**config.mk**
```make
export PLATFORM = sky130hd
export DESIGN_NAME = mem_loader
export DESIGN_NICKNAME = d
export VERILOG_FILES = /design/src/rtl/mem_loader.sv
export SDC_FILE = /design/constraint.sdc
export NUM_CORES = 1
export LEC_CHECK = 0
export ABC_AREA = 1
export CAP_MARGIN = 30
export CORE_UTILIZATION = 30
export CTS_BUF_LIST = sky130_fd_sc_hd__clkbuf_4 sky130_fd_sc_hd__clkbuf_8
export DETAILED_ROUTE_END_ITERATION = 16
export PLACE_DENSITY = 0.67
export SKIP_LAST_GASP = 1
export SLEW_MARGIN = 10
export SYNTH_ARGS = -nofsm -noshare
export SYNTH_HDL_FRONTEND = slang
export SYNTH_SLANG_ARGS = --single-unit
export TNS_END_PERCENT = 5
```
**constraint.sdc**
```tcl
create_clock -name clk -period 3.4 [get_ports clk]
set_input_delay 0.51 -clock clk [delete_from_list [all_inputs] [get_ports clk]]
set_output_delay 0.51 -clock clk [all_outputs]
set_load 0.02 [all_outputs]
```
**src/rtl/mem_loader.sv**
```systemverilog
// mem_loader: streams load beats into instruction/data memory and holds the CPU until the session ends.
// Optional feature: define LOADER_CHECKSUM_EN to drive checksum with a running sum of written words.
module mem_loader #(
    parameter int DATA_W     = 32,
    parameter int ADDR_W     = 7,
    parameter int IMEM_DEPTH = 128,
    parameter int DMEM_DEPTH = 128
) (
    input  logic              clk,
    input  logic              reset,
    input  logic              start,
    input  logic              s_valid,
    output logic              s_ready,
    input  logic              s_sel,
    input  logic              s_addr_set,
    input  logic [ADDR_W-1:0] s_addr,
    input  logic [DATA_W-1:0] s_data,
    input  logic              s_last,
    output logic              imem_we,
    output logic [ADDR_W-1:0] imem_addr,
    output logic [DATA_W-1:0] imem_wdata,
    output logic              dmem_we,
    output logic [ADDR_W-1:0] dmem_addr,
    output logic [DATA_W-1:0] dmem_wdata,
    output logic              cpu_hold,
    output logic              done,
    output logic              err,
    output logic [ADDR_W+1:0] count,
    output logic [DATA_W-1:0] checksum
);
    typedef enum logic [1:0] {IDLE, LOAD, FLUSH, RUN} state_t;

    // Depths carry one extra bit so a full 2^ADDR_W memory still compares correctly.
    localparam logic [ADDR_W:0] IDEPTH = (ADDR_W+1)'(IMEM_DEPTH);
    localparam logic [ADDR_W:0] DDEPTH = (ADDR_W+1)'(DMEM_DEPTH);

    state_t            state, state_nxt;
    logic [ADDR_W-1:0] iptr, dptr, addr, ptr_nxt;
    logic [ADDR_W:0]   depth, addr_inc;
    logic              fire, clr, in_range, wr;

    assign fire     = s_ready && s_valid;
    assign clr      = start && (state == IDLE || state == RUN);
    assign addr     = s_addr_set ? s_addr : (s_sel ? dptr : iptr);
    assign depth    = s_sel ? DDEPTH : IDEPTH;
    assign in_range = {1'b0, addr} < depth;
    assign wr       = fire && in_range;
    assign addr_inc = {1'b0, addr} + (ADDR_W+1)'(1);
    assign ptr_nxt  = (addr_inc >= depth) ? '0 : addr_inc[ADDR_W-1:0];

    // State register.
    always_ff @(posedge clk or posedge reset) begin
        if (reset) state <= IDLE;
        else       state <= state_nxt;
    end

    // Next state; handshake and hold/done decode purely from state.
    always_comb begin
        state_nxt = state;
        s_ready   = 1'b0;
        cpu_hold  = 1'b1;
        done      = 1'b0;
        case (state)
            IDLE:  state_nxt = start ? LOAD : IDLE;
            LOAD: begin
                s_ready = 1'b1;
                if (s_valid && s_last) state_nxt = FLUSH;
            end
            FLUSH: state_nxt = RUN;
            RUN: begin
                cpu_hold = 1'b0;
                done     = 1'b1;
                if (start) state_nxt = LOAD;
            end
            default: state_nxt = IDLE;
        endcase
    end

    // Registered memory write ports; address/data hold their last written value.
    always_ff @(posedge clk or posedge reset) begin
        if (reset) begin
            imem_we    <= 1'b0;
            imem_addr  <= '0;
            imem_wdata <= '0;
            dmem_we    <= 1'b0;
            dmem_addr  <= '0;
            dmem_wdata <= '0;
        end else begin
            imem_we <= wr && !s_sel;
            dmem_we <= wr && s_sel;
            if (wr && !s_sel) begin
                imem_addr  <= addr;
                imem_wdata <= s_data;
            end
            if (wr && s_sel) begin
                dmem_addr  <= addr;
                dmem_wdata <= s_data;
            end
        end
    end

    // Session bookkeeping: pointers, saturating write count and sticky range error.
    always_ff @(posedge clk or posedge reset) begin
        if (reset) begin
            iptr  <= '0;
            dptr  <= '0;
            count <= '0;
            err   <= 1'b0;
        end else if (clr) begin
            iptr  <= '0;
            dptr  <= '0;
            count <= '0;
            err   <= 1'b0;
        end else if (fire) begin
            if (in_range) begin
                if (s_sel) dptr <= ptr_nxt;
                else       iptr <= ptr_nxt;
                if (count != '1) count <= count + (ADDR_W+2)'(1);
            end else begin
                err <= 1'b1;
            end
        end
    end

`ifdef LOADER_CHECKSUM_EN
    // Running sum of every word actually written this session.
    always_ff @(posedge clk or posedge reset) begin
        if (reset)    checksum <= '0;
        else if (clr) checksum <= '0;
        else if (wr)  checksum <= checksum + s_data;
    end
`else
    assign checksum = '0;
`endif
endmodule

```
==> results of run 1 <==
## synthesized netlist by cell type
| master | instances | area (µm²) |
|---|---|---|
| clkbuf_1 | 8 | 30.03 |
| a21oi_1 | 10 | 50.05 |
| nor2_2 | 6 | 37.54 |
| inv_1 | 57 | 214.0 |
| nand2_1 | 152 | 570.6 |
| nor2_4 | 2 | 22.52 |
| nor3_1 | 4 | 20.02 |
| inv_2 | 3 | 11.26 |
| a22o_1 | 1 | 8.760 |
| nand2_4 | 1 | 11.26 |
| buf_2 | 8 | 40.04 |
| o21a_1 | 1 | 7.510 |
| buf_6 | 3 | 33.78 |
| dfrtp_1 | 106 | 2653 |
| or2_0 | 3 | 18.77 |
| xor2_1 | 1 | 8.760 |
| conb_1 | 1 | 3.750 |
| nor2_1 | 17 | 63.81 |
| nor2_8 | 2 | 40.04 |
| clkinv_2 | 1 | 5.000 |
| nand4_1 | 3 | 18.77 |
| buf_4 | 32 | 240.2 |
| o21ai_0 | 82 | 410.4 |
| clkinv_1 | 1 | 3.750 |
| nand2_2 | 7 | 43.79 |
| inv_8 | 1 | 11.26 |
| o21ai_1 | 3 | 15.01 |
| nor3_2 | 1 | 10.01 |
| nand3_1 | 17 | 85.08 |
| ha_1 | 7 | 87.58 |
## per-layer routing
metal / vias to the layer above / global-route usage
li1: 1896 / -
met1: 1737 / 0.1923
met2: 104 / 0.2215
met3: 11 / 0.03297
met4: 0 / 0.06021
met5: - / 0
## worst paths after layout
check / start / endpoint / depth (start not counted)
max: s_sel / dptr[4] / 13
min: imem_wdata[27] / imem_wdata[27] / 2
max reg2reg: state[1] / dmem_wdata[30] / 7
min reg2reg: imem_wdata[27] / imem_wdata[27] / 2
max in group asynchronous: reset / dmem_wdata[14] / 3
min in group asynchronous: reset / dmem_wdata[6] / 2
## critical path: cells and delay by family
family	cells	cell delay, ps
buffers and inverters	4	1190
AND/OR/NAND/NOR	6	410
AO/OA/AOI/OAI	2	290
adder cells (fa/ha/maj)	1	210
## state kept, by name (all words and copies together) (netlist names)
signal	cells
dmem_we	1
count	9
dptr	7
dmem_wdata	32
iptr	7
err	1
imem_addr	7
dmem_addr	7
imem_we	1
state	2
imem_wdata	32
## area by class of cell
cell class	count	area share
Sequential cell	106	0.4090
Multi-Input combinational cell	352	0.2544
Timing Repair Buffer	144	0.2238
Tap cell	211	0.04070
Inverter	63	0.03819
Clock buffer	10	0.02025
Clock inverter	6	0.01370
## kinds of logic after synthesis
logic type	Yosys count
AO/OA/AOI/OAI	97
XOR/XNOR	1
adder cells (fa/ha/maj)	7
buffers and inverters	114
flip-flops	106
other	1
AND/OR/NAND/NOR	215
## power groups by stage
stage | sequential, mW | combinational, mW | clock [mW]
floorplan | 2.58 | 0.853 | 0
global placement | 2.06 | 2.56 | 0
detailed placement | 2.06 | 2.60 | 0
CTS | 2.05 | 2.60 | 0.909
global route | 2.10 | 2.80 | 0.967
finish | 2.05 | 2.56 | 0.871
## metrics by stage
stage / instance area, µm² / util
floorplan: 4892 / -
global placement: 6266 / 0.4077
detailed placement: 6266 / 0.4077
CTS: 6486 / 0.4220
global route: 6486 / 0.4220
finish: 6486 / 0.4220
==> impl_results.md, run 1 <==
* Status: finished clean
* Initial DRC Count at 176
* R2R setup slack at 1240 ps
* Fin cells at 892
* Inserted Clock Buffers at 9
* Crit-path cells: clkdlybuf4s50_1, inv_8, nand2_1, nand3_1, o21ai_1, inv_1, ha_1, inv_1, nor2_4, a21oi_1, nor2_1, nand4_1, nand2_1
* Fmax at 422.4 MHz
* CTS Hold Bufs at 0
* Sw Ratio at 0.3936
* Worst Setup Start Kind: primary input
* Post-Syn Area per Cell at 8.828 µm²
* Final estimated routing congestion in global placement at 0.8157
* Cell count after synthesis at 541
* Synth Area in Simple Gates at 0.1973
* Antenna viol nets, final at 0
* N_diodes at 0
* Rows at 45
* Area taken by multi-input logic gates at 1650 µm²
* Slew Limit Fails at 0
* Leak Pwr at 3.133 nW
* Post-Synthesis Cell Area at 4776 µm²
* Die H at 128.2 µm
* Setup TNS at 0 ps
* CP max FO at 9
* Mux share of post-synthesis cell area at 0
* RSZ-0062 raised after global routing: false
* HP Class: flip-flop to flip-flop
* Final Worst Setup Slack at 1033 ps
* Worst hold margin at 490.9 ps
* WP data required at 3670 ps
* Pre-CTS WS at 643.8 ps
* CTS tree: done
* Die W at 128.2 µm
* Port bufs at 138
* Clock Sinks at 106
* Synth Area in XOR/XNOR at 0.001834
* FF+latch area at 2653 µm²
* Sequential area share after synthesis at 0.5554
* Highest routing layer actually used: met4
* Seq pwr share at 0.373
* Synth warnings at 0
* Max Root-Sink Buffers at 2
* Worst path max stage delay at 870 ps
* Adder-Cell Fraction of Synth Area at 0.01834
* Final period util at 0.6962
* Most frequent cells in the layout: 152 x nand2_1, 138 x clkdlybuf4s50_1, 106 x dfrtp_1, 82 x o21ai_0, 54 x inv_1
* Htree depth at 3
* Worst-Skew Late Latency at 370 ps
* CTS clock-pin slew for the worst setup and hold paths at 100 ps
* Largest net degree at the start of global routing at 54
* Maxcap violations at 0
* Pwr Total at 5.480 mW
* Met3 routed WL at 614 µm
* Final wirelength at 11280 µm
* Cell Int Power at 3.323 mW
* Power density cells at 844.8 nW/µm²
* Yosys cell types at 30
* Synth Area in Compound Gates at 0.1030
* Clock power frac at 0.159
* Logic pwr share at 0.468
* Via count at 3748
* Worst-Margin Slew at 685.5 ps
* Main combinational cell family by area after synthesis: simple AND/OR/NAND/NOR gates
* Final setup violation count at 0
* Die Footprint at 16430 µm²
* Initial Util at 0.3107
* Boundary pin count at 171
* Drt wl/cell at 12.65 µm
* Slew HR at 0.5430
* Global-route wire length before repair at 18250 µm
* Psw at 2.157 mW
* Post-CTS setup buffers at 0
* Layout cell share with drive strength beyond 1 at 0.07195
* Detailed Routing Iterations Pass 1 at 4
* Number of gates resized after CTS at 0
* GR Overflow Total at 0
* Commonest non-fill, non-tap cell in the layout: nand2_1
* Core area at 15370 µm²
* Total Routing Usage GR at 0.1432
* Fill cells at 1510
* Skew final at 5.059 ps
* Initial antenna violation count at 0
* Area growth from synthesis to layout at 35.81%
* Vias in the first global route at 3555
* Clock root cell: clkbuf_8
* Synthesis-stage register bit count at 106
* DR WL met2 at 5244 µm
* Via density at 4.202
* Placed cells at 876
* CP Capture Type: flip-flop
* CP max stage cell: clkdlybuf4s50_1
* Fin. Hold Viols at 0
* Final min period at 2367 ps
* # nets final at 729
* Hpwl dp at 8090 µm
* Worst vdd ir at 0.3974 mV
* Crit Path Class: primary input to flip-flop
* Worst EP arrival at 2630 ps
* M1 wire length at 5232 µm
* DRC viols at 0
Note: power is estimated with default switching activity, not from simulation.
==> inputs of run 2 (changes only) <==
--- a/config.mk
+++ b/config.mk
@@ -10,7 +10,7 @@
 export CORE_UTILIZATION = 30
 export CTS_BUF_LIST = sky130_fd_sc_hd__clkbuf_4 sky130_fd_sc_hd__clkbuf_8
 export DETAILED_ROUTE_END_ITERATION = 16
-export PLACE_DENSITY = 0.67
+export PLACE_DENSITY = 0.64
 export SKIP_LAST_GASP = 1
 export SLEW_MARGIN = 10
 export SYNTH_ARGS = -nofsm -noshare
==> constraint.sdc (replaced) <==
create_clock -name clk -period 2.3 [get_ports clk]
set_input_delay 0.345 -clock clk [delete_from_list [all_inputs] [get_ports clk]]
set_output_delay 0.345 -clock clk [all_outputs]
set_load 0.02 [all_outputs]
==> impl_results.md, run 2 (same netlist as run 1, synthesis figures left out) <==
* N_diodes at 0
* Leading registers by flop count: dmem_wdata: 32 flops, imem_wdata: 32 flops, count: 9 flops
* Fin cells at 898
* Vias in the first global route at 3588
* Logic pwr share at 0.472
* Seq pwr share at 0.370
* # nets final at 735
* HP Class: primary input to asynchronous set/reset pin
* Htree depth at 3
* Power density cells at 1238 nW/µm²
* CTS clock-pin slew for the worst setup and hold paths at 100 ps
* Placed cells at 882
* Commonest non-fill, non-tap cell in the layout: nand2_1
* Final wirelength at 11110 µm
* Worst vdd ir at 0.6635 mV
* FF+latch area at 2653 µm²
* Most frequent cells in the layout: 152 x nand2_1, 138 x clkdlybuf4s50_1, 106 x dfrtp_1, 82 x o21ai_0, 54 x inv_1
* Worst-Skew Late Latency at 370 ps
* Boundary pin count at 171
* Reg2Reg Capture Point: count[4]
* Max Root-Sink Buffers at 2
* Total Routing Usage GR at 0.1438
* CP max FO at 3
* Area growth from synthesis to layout at 37.62%
* Die Footprint at 16430 µm²
* R2R setup slack at 260 ps
* Worst Setup Start Kind: flip-flop
* Worst r2r src: count[0]
* Layout cell share with drive strength beyond 1 at 0.08006
* Via count at 3722
* Drt wl/cell at 12.37 µm
* Die H at 128.2 µm
* Status: finished clean
* Sw Ratio at 0.3877
* Fill cells at 1529
* Initial Util at 0.3107
* Detailed Routing Iterations Pass 1 at 6
* CTS Hold Bufs at 0
* Worst reg-to-reg path cell count at 12
* Crit Path Class: flip-flop to output pin
* Maxcap violations at 0
* RSZ-0062 raised after global routing: true
* DRC viols at 0
* Port bufs at 138
* Core area at 15370 µm²
* Initial antenna violation count at 0
* Fmax at 488.7 MHz
* Worst setup path startpoint: state[1]
* Skew final at 6.323 ps
* Leak Pwr at 3.179 nW
* Global-route wire length before repair at 18360 µm
* Die W at 128.2 µm
* Post-CTS setup buffers at 0
* Via density at 4.145
* Slew Limit Fails at 0
* Post-route cell area at 6573 µm²
* Largest net degree at the start of global routing at 77
* Final estimated routing congestion in global placement at 0.8732
* Area taken by multi-input logic gates at 1650 µm²
* Antenna viol nets, final at 0
* Worst EP arrival at 1700 ps
* Hpwl dp at 8032 µm
* Clock power frac at 0.158
* Number of gates resized after CTS at 0
* Initial DRC Count at 176
* CP Capture Type: output pin
* Final min period at 2046 ps
* GR Overflow Total at 0
* Cell Int Power at 4.981 mW
* Placed inst area at 6350 µm²
* Rows at 45
* Inserted Clock Buffers at 9
* Fin. Hold Viols at 0
* Psw at 3.154 mW
* Clock Sinks at 106
* Final setup violation count at 0
* Final period util at 0.8897
* CTS tree: done
* Clock root cell: clkbuf_8
* WP data required at 1960 ps
run 2: cell type report:
| class | count | area share |
|---|---|---|
| flip-flops and latches | 106 | 0.4036 |
| multi-input cells | 352 | 0.2511 |
| repair buffers | 150 | 0.2334 |
| well taps | 211 | 0.04017 |
| inverters | 63 | 0.03788 |
| clock buffers | 11 | 0.02208 |
| clock inverters | 5 | 0.01180 |
run 2: how the worst max path moves through the flow:
stage,endpoint,slack [ps]
after floorplan,count[7],370
after global placement,dptr[6],160
after detailed placement,iptr[4],100
after CTS,s_ready,210
after global routing,count[4],-30
final,s_ready,250
run 2: metrics by stage:
step	power, mW	setup WS (ps)	TNS, ps	hold slack (ps)	utilization
2_1_floorplan	5.076	365.5	0	448.8	-
3_3_place_gp	6.896	155.3	0	464.9	0.4131
3_5_place_dp	6.939	96.68	0	469.5	0.4131
4_1_cts	8.274	208.6	0	309.8	0.4276
5_1_grt	8.727	-27.56	-33.30	330.4	0.4276
6_report	8.135	253.8	0	330.6	0.4276
run 2: power groups by stage:
stage	clock network (mW)	registers, mW	logic (mW)
2_1_floorplan	0	3.81	1.26
3_3_place_gp	0	3.04	3.86
3_5_place_dp	0	3.04	3.90
4_1_cts	1.35	3.03	3.90
5_1_grt	1.42	3.12	4.19
6_report	1.28	3.01	3.84
run 2: critical path, stage by stage, from the launching register on:
cell,delay [ps]
dfrtp_1,410
inv_1,100
ha_1,210
clkdlybuf4s50_1,620
run 2: per-layer routing:
metal	routed length, µm	GRT usage	part of all wire	vias up
li1	-	-	-	1908
met1	5101	0.1825	0.46	1686
met5	0	0	0	-
met4	177	0.05052	0.016	0
met3	638	0.04048	0.057	15
met2	5188	0.2343	0.47	113
==> inputs of run 3 (changes only) <==
--- a/config.mk
+++ b/config.mk
@@ -9,6 +9,7 @@
 export CAP_MARGIN = 30
 export CORE_UTILIZATION = 30
 export CTS_BUF_LIST = sky130_fd_sc_hd__clkbuf_4 sky130_fd_sc_hd__clkbuf_8
+export CTS_CLUSTER_SIZE = 10
 export DETAILED_ROUTE_END_ITERATION = 16
 export PLACE_DENSITY = 0.64
 export SKIP_LAST_GASP = 1
==> results of run 3 <==
Same layout as run 2: the final DEF is identical, and so are final timing and power.
